[src/rtl/cf_job_sched_pkg.sv]
// ---------------------------------------------------------------------------
// cf_sched_pkg
// Shared definitions for the job scheduler and the control-flow engine:
// scheduler state encoding, response status codes and engine command codes.
// No ports (package).
// ---------------------------------------------------------------------------
package cf_sched_pkg;

    typedef enum logic [2:0] {
        ST_IDLE  = 3'd0,
        ST_ISSUE = 3'd1,
        ST_LOAD  = 3'd2,
        ST_WAIT  = 3'd3,
        ST_DRAIN = 3'd4,
        ST_RESP  = 3'd5
    } sched_state_t;

    typedef enum logic [1:0] {
        RESP_OK      = 2'b00,
        RESP_ERR     = 2'b01,
        RESP_TIMEOUT = 2'b10
    } resp_status_t;

    // Engine command codes (the engine decodes the same values).
    localparam logic [2:0] CMD_NOP  = 3'b000;
    localparam logic [2:0] CMD_LOAD = 3'b001;
    localparam logic [2:0] CMD_PROC = 3'b010;

    localparam int DATA_W = 16;

endpackage

[src/rtl/cf_job_sched_if.sv]
// ---------------------------------------------------------------------------
// cf_job_sched_if
// Bundles every scheduler-facing signal except clk/rst:
//   requester side : req_valid, req_data, req_ready
//   engine side    : eng_cmd, eng_data, eng_valid, eng_result, eng_ready, eng_error
//   response side  : resp_valid, resp_ready, resp_id, resp_data, resp_status
//   status         : busy, jobs_done
// Modport slave is the scheduler; modport master is everything around it.
// ---------------------------------------------------------------------------
interface cf_job_sched_if #(
    parameter int NUM_REQ = 4,
    parameter int ID_W    = 2
);
    logic [NUM_REQ-1:0]         req_valid;
    logic [NUM_REQ-1:0][15:0]   req_data;
    logic [NUM_REQ-1:0]         req_ready;

    logic [2:0]                 eng_cmd;
    logic [15:0]                eng_data;
    logic                       eng_valid;
    logic [15:0]                eng_result;
    logic                       eng_ready;
    logic                       eng_error;

    logic                       resp_valid;
    logic                       resp_ready;
    logic [ID_W-1:0]            resp_id;
    logic [15:0]                resp_data;
    logic [1:0]                 resp_status;

    logic                       busy;
    logic [15:0]                jobs_done;

    modport slave (
        input  req_valid, req_data, eng_result, eng_ready, eng_error, resp_ready,
        output req_ready, eng_cmd, eng_data, eng_valid,
               resp_valid, resp_id, resp_data, resp_status, busy, jobs_done
    );

    modport master (
        output req_valid, req_data, eng_result, eng_ready, eng_error, resp_ready,
        input  req_ready, eng_cmd, eng_data, eng_valid,
               resp_valid, resp_id, resp_data, resp_status, busy, jobs_done
    );
endinterface

[src/rtl/cf_rr_arbiter.sv]
// ---------------------------------------------------------------------------
// cf_rr_arbiter
// Purely combinational round-robin pick: the first set bit of req found when
// scanning upward from rr_ptr with wrap-around.
//   req       in  NUM_REQ : request vector
//   rr_ptr    in  ID_W    : index with the highest priority this cycle
//   grant     out NUM_REQ : one-hot winner (all zero when no request)
//   grant_idx out ID_W    : index of the winner (0 when no request)
//   any_req   out 1       : at least one request present
// The pointer itself is owned and advanced by the caller.
// ---------------------------------------------------------------------------
module cf_rr_arbiter #(
    parameter int NUM_REQ = 4,
    parameter int ID_W    = $clog2(NUM_REQ)
) (
    input  logic [NUM_REQ-1:0] req,
    input  logic [ID_W-1:0]    rr_ptr,
    output logic [NUM_REQ-1:0] grant,
    output logic [ID_W-1:0]    grant_idx,
    output logic               any_req
);

    assign any_req = |req;

    always_comb begin
        logic          found;
        logic [ID_W:0] idx;
        found     = 1'b0;
        idx       = '0;
        grant_idx = '0;
        for (int k = 0; k < NUM_REQ; k++) begin
            // One extra bit so rr_ptr + k cannot overflow before the wrap.
            idx = {1'b0, rr_ptr} + (ID_W+1)'(k);
            if (idx >= (ID_W+1)'(NUM_REQ)) begin
                idx = idx - (ID_W+1)'(NUM_REQ);
            end
            if (!found && req[idx[ID_W-1:0]]) begin
                found     = 1'b1;
                grant_idx = idx[ID_W-1:0];
            end
        end
    end

    generate
        for (genvar gi = 0; gi < NUM_REQ; gi++) begin : g_grant
            assign grant[gi] = any_req && (grant_idx == ID_W'(gi));
        end
    endgenerate

endmodule

[src/rtl/cf_job_sched.sv]
// ---------------------------------------------------------------------------
// cf_job_sched
// Round-robin job scheduler in front of one control-flow engine. Grants one
// requester, loads its operand into the engine (two LOAD cycles), waits for
// the result/error with a watchdog, and returns a tagged response.
//   clk  in : clock
//   rst  in : synchronous active-high reset (engine must share it)
//   bus     : cf_job_sched_if.slave (requests, engine, response, status)
// req_ready is combinational; every other output is registered.
// ---------------------------------------------------------------------------
module cf_job_sched
    import cf_sched_pkg::*;
#(
    parameter int NUM_REQ     = 4,
    parameter int ID_W        = 2,
    parameter int TIMEOUT_CYC = 64
) (
    input  logic          clk,
    input  logic          rst,
    cf_job_sched_if.slave bus
);

    localparam int CNT_W = $clog2(TIMEOUT_CYC + 1);

    sched_state_t       state_reg, state_next;
    logic [ID_W-1:0]    rr_ptr_reg;
    logic [15:0]        op_reg, op_next;
    logic [ID_W-1:0]    id_reg;
    logic [CNT_W-1:0]   wait_cnt_reg;

    logic [2:0]         eng_cmd_reg;
    logic [15:0]        eng_data_reg;
    logic               eng_valid_reg;
    logic               resp_valid_reg;
    logic [ID_W-1:0]    resp_id_reg;
    logic [15:0]        resp_data_reg;
    resp_status_t       resp_status_reg, status_next;
    logic               busy_reg;
    logic [15:0]        jobs_done_reg;

    logic [NUM_REQ-1:0] arb_grant;
    logic [ID_W-1:0]    arb_idx;
    logic               arb_any;
    logic               grant_ok;
    logic               status_set;
    logic               result_take;
    logic               eng_load;

    cf_rr_arbiter #(.NUM_REQ(NUM_REQ), .ID_W(ID_W)) u_arb (
        .req       (bus.req_valid),
        .rr_ptr    (rr_ptr_reg),
        .grant     (arb_grant),
        .grant_idx (arb_idx),
        .any_req   (arb_any)
    );

    always_comb begin
        state_next  = state_reg;
        grant_ok    = 1'b0;
        status_set  = 1'b0;
        status_next = RESP_OK;
        result_take = 1'b0;
        case (state_reg)
            ST_IDLE: begin
                // Only start a job on an engine that is idle and healthy.
                if (arb_any && bus.eng_ready && !bus.eng_error) begin
                    grant_ok   = 1'b1;
                    state_next = ST_ISSUE;
                end
            end
            ST_ISSUE: state_next = ST_LOAD;
            ST_LOAD:  state_next = ST_WAIT;
            ST_WAIT: begin
                if (bus.eng_error) begin
                    status_set  = 1'b1;
                    status_next = RESP_ERR;
                    state_next  = ST_RESP;
                end else if (bus.eng_ready) begin
                    status_set  = 1'b1;
                    result_take = 1'b1;
                    status_next = RESP_OK;
                    state_next  = ST_RESP;
                end else if (wait_cnt_reg == CNT_W'(TIMEOUT_CYC - 1)) begin
                    status_set  = 1'b1;
                    status_next = RESP_TIMEOUT;
                    state_next  = ST_DRAIN;
                end
            end
            // Let the hung job finish so the engine is back in IDLE before
            // the next grant; its result is thrown away.
            ST_DRAIN: begin
                if (bus.eng_ready || bus.eng_error) begin
                    state_next = ST_RESP;
                end
            end
            ST_RESP: begin
                if (bus.resp_ready) begin
                    state_next = ST_IDLE;
                end
            end
            default: state_next = ST_IDLE;
        endcase
    end

    // On the grant cycle the operand register is not loaded yet, so the
    // engine data path takes it straight from the winning requester.
    assign op_next  = grant_ok ? bus.req_data[arb_idx] : op_reg;
    assign eng_load = (state_next == ST_ISSUE) || (state_next == ST_LOAD);

    always_ff @(posedge clk) begin
        if (rst) begin
            state_reg       <= ST_IDLE;
            rr_ptr_reg      <= '0;
            op_reg          <= '0;
            id_reg          <= '0;
            wait_cnt_reg    <= '0;
            eng_cmd_reg     <= CMD_NOP;
            eng_data_reg    <= '0;
            eng_valid_reg   <= 1'b0;
            resp_valid_reg  <= 1'b0;
            resp_id_reg     <= '0;
            resp_data_reg   <= '0;
            resp_status_reg <= RESP_OK;
            busy_reg        <= 1'b0;
            jobs_done_reg   <= '0;
        end else begin
            state_reg <= state_next;
            if (grant_ok) begin
                op_reg     <= op_next;
                id_reg     <= arb_idx;
                rr_ptr_reg <= (arb_idx == ID_W'(NUM_REQ - 1)) ? '0 : arb_idx + 1'b1;
            end
            // Held at zero outside WAIT, so it is zero on every WAIT entry;
            // it stops before reaching TIMEOUT_CYC and cannot wrap.
            if (state_reg != ST_WAIT) begin
                wait_cnt_reg <= '0;
            end else if (state_next == ST_WAIT) begin
                wait_cnt_reg <= wait_cnt_reg + 1'b1;
            end
            if (status_set) begin
                resp_status_reg <= status_next;
                resp_data_reg   <= result_take ? bus.eng_result : '0;
            end
            if (state_next == ST_RESP && state_reg != ST_RESP) begin
                resp_id_reg <= id_reg;
            end
            eng_cmd_reg    <= eng_load ? CMD_LOAD : CMD_NOP;
            eng_valid_reg  <= eng_load;
            eng_data_reg   <= eng_load ? op_next : '0;
            resp_valid_reg <= (state_next == ST_RESP);
            busy_reg       <= (state_next != ST_IDLE);
            if (state_reg == ST_RESP && bus.resp_ready) begin
                jobs_done_reg <= jobs_done_reg + 1'b1;
            end
        end
    end

    assign bus.req_ready   = (grant_ok && !rst) ? arb_grant : '0;
    assign bus.eng_cmd     = eng_cmd_reg;
    assign bus.eng_data    = eng_data_reg;
    assign bus.eng_valid   = eng_valid_reg;
    assign bus.resp_valid  = resp_valid_reg;
    assign bus.resp_id     = resp_id_reg;
    assign bus.resp_data   = resp_data_reg;
    assign bus.resp_status = resp_status_reg;
    assign bus.busy        = busy_reg;
    assign bus.jobs_done   = jobs_done_reg;

endmodule

[src/flat_wrapper.sv]
// flat-port wrapper written by rule: the top's interface ports become plain ports
module cf_job_sched_flat import cf_sched_pkg::*;
#(
    parameter int NUM_REQ     = 4,
    parameter int ID_W        = 2,
    parameter int TIMEOUT_CYC = 64
)
  (clk, rst, bus_req_valid, bus_req_data, bus_eng_result, bus_eng_ready, bus_eng_error, bus_resp_ready, bus_req_ready, bus_eng_cmd, bus_eng_data, bus_eng_valid, bus_resp_valid, bus_resp_id, bus_resp_data, bus_resp_status, bus_busy, bus_jobs_done);
  cf_job_sched_if #(.NUM_REQ(NUM_REQ), .ID_W(ID_W)) bus_i ();
  input  logic clk;
  input  logic rst;
  input wire logic [$bits(bus_i.req_valid)-1:0] bus_req_valid;
  input wire logic [$bits(bus_i.req_data)-1:0] bus_req_data;
  input wire logic [$bits(bus_i.eng_result)-1:0] bus_eng_result;
  input wire logic [$bits(bus_i.eng_ready)-1:0] bus_eng_ready;
  input wire logic [$bits(bus_i.eng_error)-1:0] bus_eng_error;
  input wire logic [$bits(bus_i.resp_ready)-1:0] bus_resp_ready;
  output wire logic [$bits(bus_i.req_ready)-1:0] bus_req_ready;
  output wire logic [$bits(bus_i.eng_cmd)-1:0] bus_eng_cmd;
  output wire logic [$bits(bus_i.eng_data)-1:0] bus_eng_data;
  output wire logic [$bits(bus_i.eng_valid)-1:0] bus_eng_valid;
  output wire logic [$bits(bus_i.resp_valid)-1:0] bus_resp_valid;
  output wire logic [$bits(bus_i.resp_id)-1:0] bus_resp_id;
  output wire logic [$bits(bus_i.resp_data)-1:0] bus_resp_data;
  output wire logic [$bits(bus_i.resp_status)-1:0] bus_resp_status;
  output wire logic [$bits(bus_i.busy)-1:0] bus_busy;
  output wire logic [$bits(bus_i.jobs_done)-1:0] bus_jobs_done;
  assign bus_i.req_valid = bus_req_valid;
  assign bus_i.req_data = bus_req_data;
  assign bus_i.eng_result = bus_eng_result;
  assign bus_i.eng_ready = bus_eng_ready;
  assign bus_i.eng_error = bus_eng_error;
  assign bus_i.resp_ready = bus_resp_ready;
  assign bus_req_ready = bus_i.req_ready;
  assign bus_eng_cmd = bus_i.eng_cmd;
  assign bus_eng_data = bus_i.eng_data;
  assign bus_eng_valid = bus_i.eng_valid;
  assign bus_resp_valid = bus_i.resp_valid;
  assign bus_resp_id = bus_i.resp_id;
  assign bus_resp_data = bus_i.resp_data;
  assign bus_resp_status = bus_i.resp_status;
  assign bus_busy = bus_i.busy;
  assign bus_jobs_done = bus_i.jobs_done;
  cf_job_sched #(.NUM_REQ(NUM_REQ), .ID_W(ID_W), .TIMEOUT_CYC(TIMEOUT_CYC)) u_core (.clk(clk), .rst(rst), .bus(bus_i));
endmodule
[config.mk]
export PLATFORM = sky130hd
export DESIGN_NAME = cf_job_sched_flat
export DESIGN_NICKNAME = d
export VERILOG_FILES = /design/src/rtl/cf_job_sched_pkg.sv /design/src/rtl/cf_job_sched_if.sv /design/src/rtl/cf_rr_arbiter.sv /design/src/rtl/cf_job_sched.sv /design/src/flat_wrapper.sv
export SDC_FILE = /design/constraint.sdc
export NUM_CORES = 1
export LEC_CHECK = 0
export ABC_AREA = 1
export CAP_MARGIN = 20
export CORE_ASPECT_RATIO = 0.6
export CORE_MARGIN = 2
export CORE_UTILIZATION = 47
export CTS_BUF_LIST = sky130_fd_sc_hd__clkbuf_8
export DETAILED_ROUTE_END_ITERATION = 10
export PLACE_DENSITY_LB_ADDON = 0.12
export SYNTH_ARGS = -nofsm -noshare
export SYNTH_HDL_FRONTEND = slang
export SYNTH_SLANG_ARGS = --single-unit
[constraint.sdc]
create_clock -name clk -period 3.3 [get_ports clk]
set_input_delay 0.99 -clock clk [delete_from_list [all_inputs] [get_ports clk]]
set_output_delay 0.99 -clock clk [all_outputs]
set_load 0.01 [all_outputs]
==> results_dict.tcl <==
set metrics [dict create \
    viasPerCell 5.118 \
    pre_cts_slack_ns -0.8219 \
    max-slew-margin-rel_pct 64.56 \
    power.density_nw_per_um2 458.6 \
    outcome "finished with violations" \
    clock_skew_ns 0.01686 \
    grt_overflow 0 \
    fp.dieW_microns 128.5 \
    num_vias 4709 \
    wl_per_cell_microns 14.84 \
    fp.dieArea_sq_um 10120 \
    pin_count 151 \
    max_freq_ghz 0.2995 \
    yosys.area.top_type_share_pct 38.90 \
    num_rows 27 \
    crit_required_ns 2.31 \
    drt_wl_total_microns 13650 \
    p_total_mw 2.959 \
    max_cap_violations 0 \
    antenna_left 0 \
    ys.flop_type "dfxtp_1" \
    insertion_delay_ns 0.37 \
    cts.path.max_buffers 2 \
    grt_pass1_vias 4365 \
    synthArstFlopShare_pct 0 \
    p_leak_nw 2.741 \
    htree_levels 3 \
    fin_crit_ns 3.339 \
    path_class "input port to primary output" \
    drc_errors 0 \
    tightest_slew_ns 0.5317 \
    ys_types 30 \
    fin_ws_ns -0.03925 \
    cp_max_fo 4 \
    synth-edff-count 0 \
    drv_slew 0 \
    numCtsBuffers 9 \
    diodes 0 \
    drtIter0Drc 379 \
    start_kind "input port" \
    synth_top_area_cell "dfxtp_1" \
    drtPass1Iterations 5 \
    cts_tree "yes" \
    initial_core_util_pct 47.96 \
    core_area_sq_um 9121 \
    avgSynthCellArea_sq_um 6.803 \
    antenna_found_initial 1 \
    setup_viol 2 \
    clockRootBuffer "clkbuf_8" \
    reg2reg_depth 16 \
    place_congestion 0.8698 \
    synthTopCellsByArea "dfxtp_1 (39%), nand2_1 (13%), nand3_1 (8.1%), inv_1 (7.8%), a21oi_1 (5.3%)" \
    hold_depth 2 \
    grt_max_degree 48 \
    final_hold_viol_count 0 \
    syn_to_final_growth_pct 47.54 \
    final_cells 920 \
    die_h_microns 78.73 \
    drive_gt1_share_pct 16.04 \
    synth_area_sq_um 4374 \
    dp.cells 896 \
    yosys_warnings 0 \
    path_clk_slew_ns 0.10 \
    arrival_ns 2.35 \
    port_buffers 148 \
    yosysSeqAreaShare_pct 38.90 \
    finalCritPeriodShare_pct 101.2 \
    fillers 776 \
    synthCells 643 \
    grt_pass1_wl_microns 20840 \
    cts_hold_buffers 0 \
    fin_util_pct 70.75 \
    rsz0062_at_grt "true" \
    worstHoldPathType "flop to flop" \
    grt.total_usage_pct 26.12 \
    final_nets 894 \
    cp-end-kind "primary output" \
    clock-sinks 85 \
    vdd.ir_drop.worst_uv 282.3 \
    timing.setup.tns_ns -0.05503 \
    dp_hpwl_microns 9508 \
    violations "setup timing" \
    yosys_register_bits 85 \
]
==> cells in the final DEF (no fill, tap or decap), types with 9 or more instances in the layout <==
master / instances
clkdlybuf4s50_1: 139
nand3_2: 10
nand2_1: 140
dfxtp_1: 84
inv_1: 84
nand3b_1: 16
o21ai_0: 18
buf_4: 25
nand3_1: 68
clkbuf_8: 9
a21oi_1: 46
nor2_1: 55
or2_2: 18
==> where the power goes <==
part	internal (mW)	switching, mW	total, mW
Sequential	1.07	0.0205	1.09
Combinational	0.436	0.624	1.06
Clock	0.377	0.432	0.809
Total	1.88	1.08	2.96
==> cell families after synthesis <==
| group | Yosys count | synth area share, % |
|---|---|---|
| and+or+nand+nor | 360 | 39.39 |
| buffers and inverters | 124 | 12.01 |
| DFF | 85 | 38.90 |
| AOI/OAI and AO/OA | 66 | 7.695 |
| adders and majority gates | 6 | 1.716 |
| xor gates and xnor gates | 1 | 0.2003 |
| other | 1 | 0.08573 |
==> path summary, 6_finish.rpt <==
check / start / to / slack [ns]
max: bus_req_valid[3] / bus_req_ready[3] / -0.04
min reg2reg: u_core.bus.resp_data[10] / u_core.bus.resp_data[10] / 0.47
max reg2reg: u_core.rr_ptr_reg[0] / u_core.bus.eng_data[12] / 0.80
min: u_core.bus.resp_data[10] / u_core.bus.resp_data[10] / 0.47
==> metrics by stage <==
stage / instance area [sq um] / hold WS, ns
2_1_floorplan: 4378 / 0.4359
3_3_place_gp: 5963 / 0.4454
3_5_place_dp: 5963 / 0.4528
4_1_cts: 6220 / 0.4669
5_1_grt: 6454 / 0.4858
6_report: 6454 / 0.4657
==> worst max-delay path, cell delays in order <==
cell	delay, ns
buf_6	0.10
inv_4	0.07
nand2_1	0.06
nand2_1	0.12
nand2_1	0.09
nand2_2	0.10
nor2_4	0.04
buf_4	0.13
nand3_2	0.07
nand2_4	0.10
inv_4	0.10
ha_4	0.13
inv_2	0.03
nor2_1	0.07
buf_2	0.14
==> per-layer routing <==
metal	track usage (%)	vias up	part of all wire [%]	wire length [microns]
li1	-	2331	-	-
met3	7.615	24	9.5	1302
met1	36.53	2141	45	6113
met4	6.522	2	1.6	215
met5	0	-	0.095	13
met2	39.73	211	44	6003
==> cell usage after synthesis (all sizes together) (2+ instances only) <==
master,number
nor3,9
inv,95
nand3b,16
ha,6
o21ai,18
nand4,8
nor2,64
clkbuf,13
nand3,83
or2,18
and3,2
buf,16
dfxtp,85
nand2,158
a21oi,46
==> repair_timing <==
| item | in CTS | in global routing |
|---|---|---|
| setup endpoints to repair | 4 | 4 |
| setup buffers | 3 | 5 |
| gates resized for setup | 52 | 42 |
| pin swaps | 13 | 21 |
==> final cells by class <==
class / count / area [sq um] / area share, %
multi-input cells: 435 / 2349 / 36.39
flip-flops and latches: 85 / 1703 / 26.39
clock inverters: 7 / 97.59 / 1.512
inverters: 95 / 379.1 / 5.874
well taps: 116 / 145.1 / 2.249
repair buffers: 173 / 1657 / 25.67
clock buffers: 9 / 123.9 / 1.919
(Power assumes the default switching activity.)
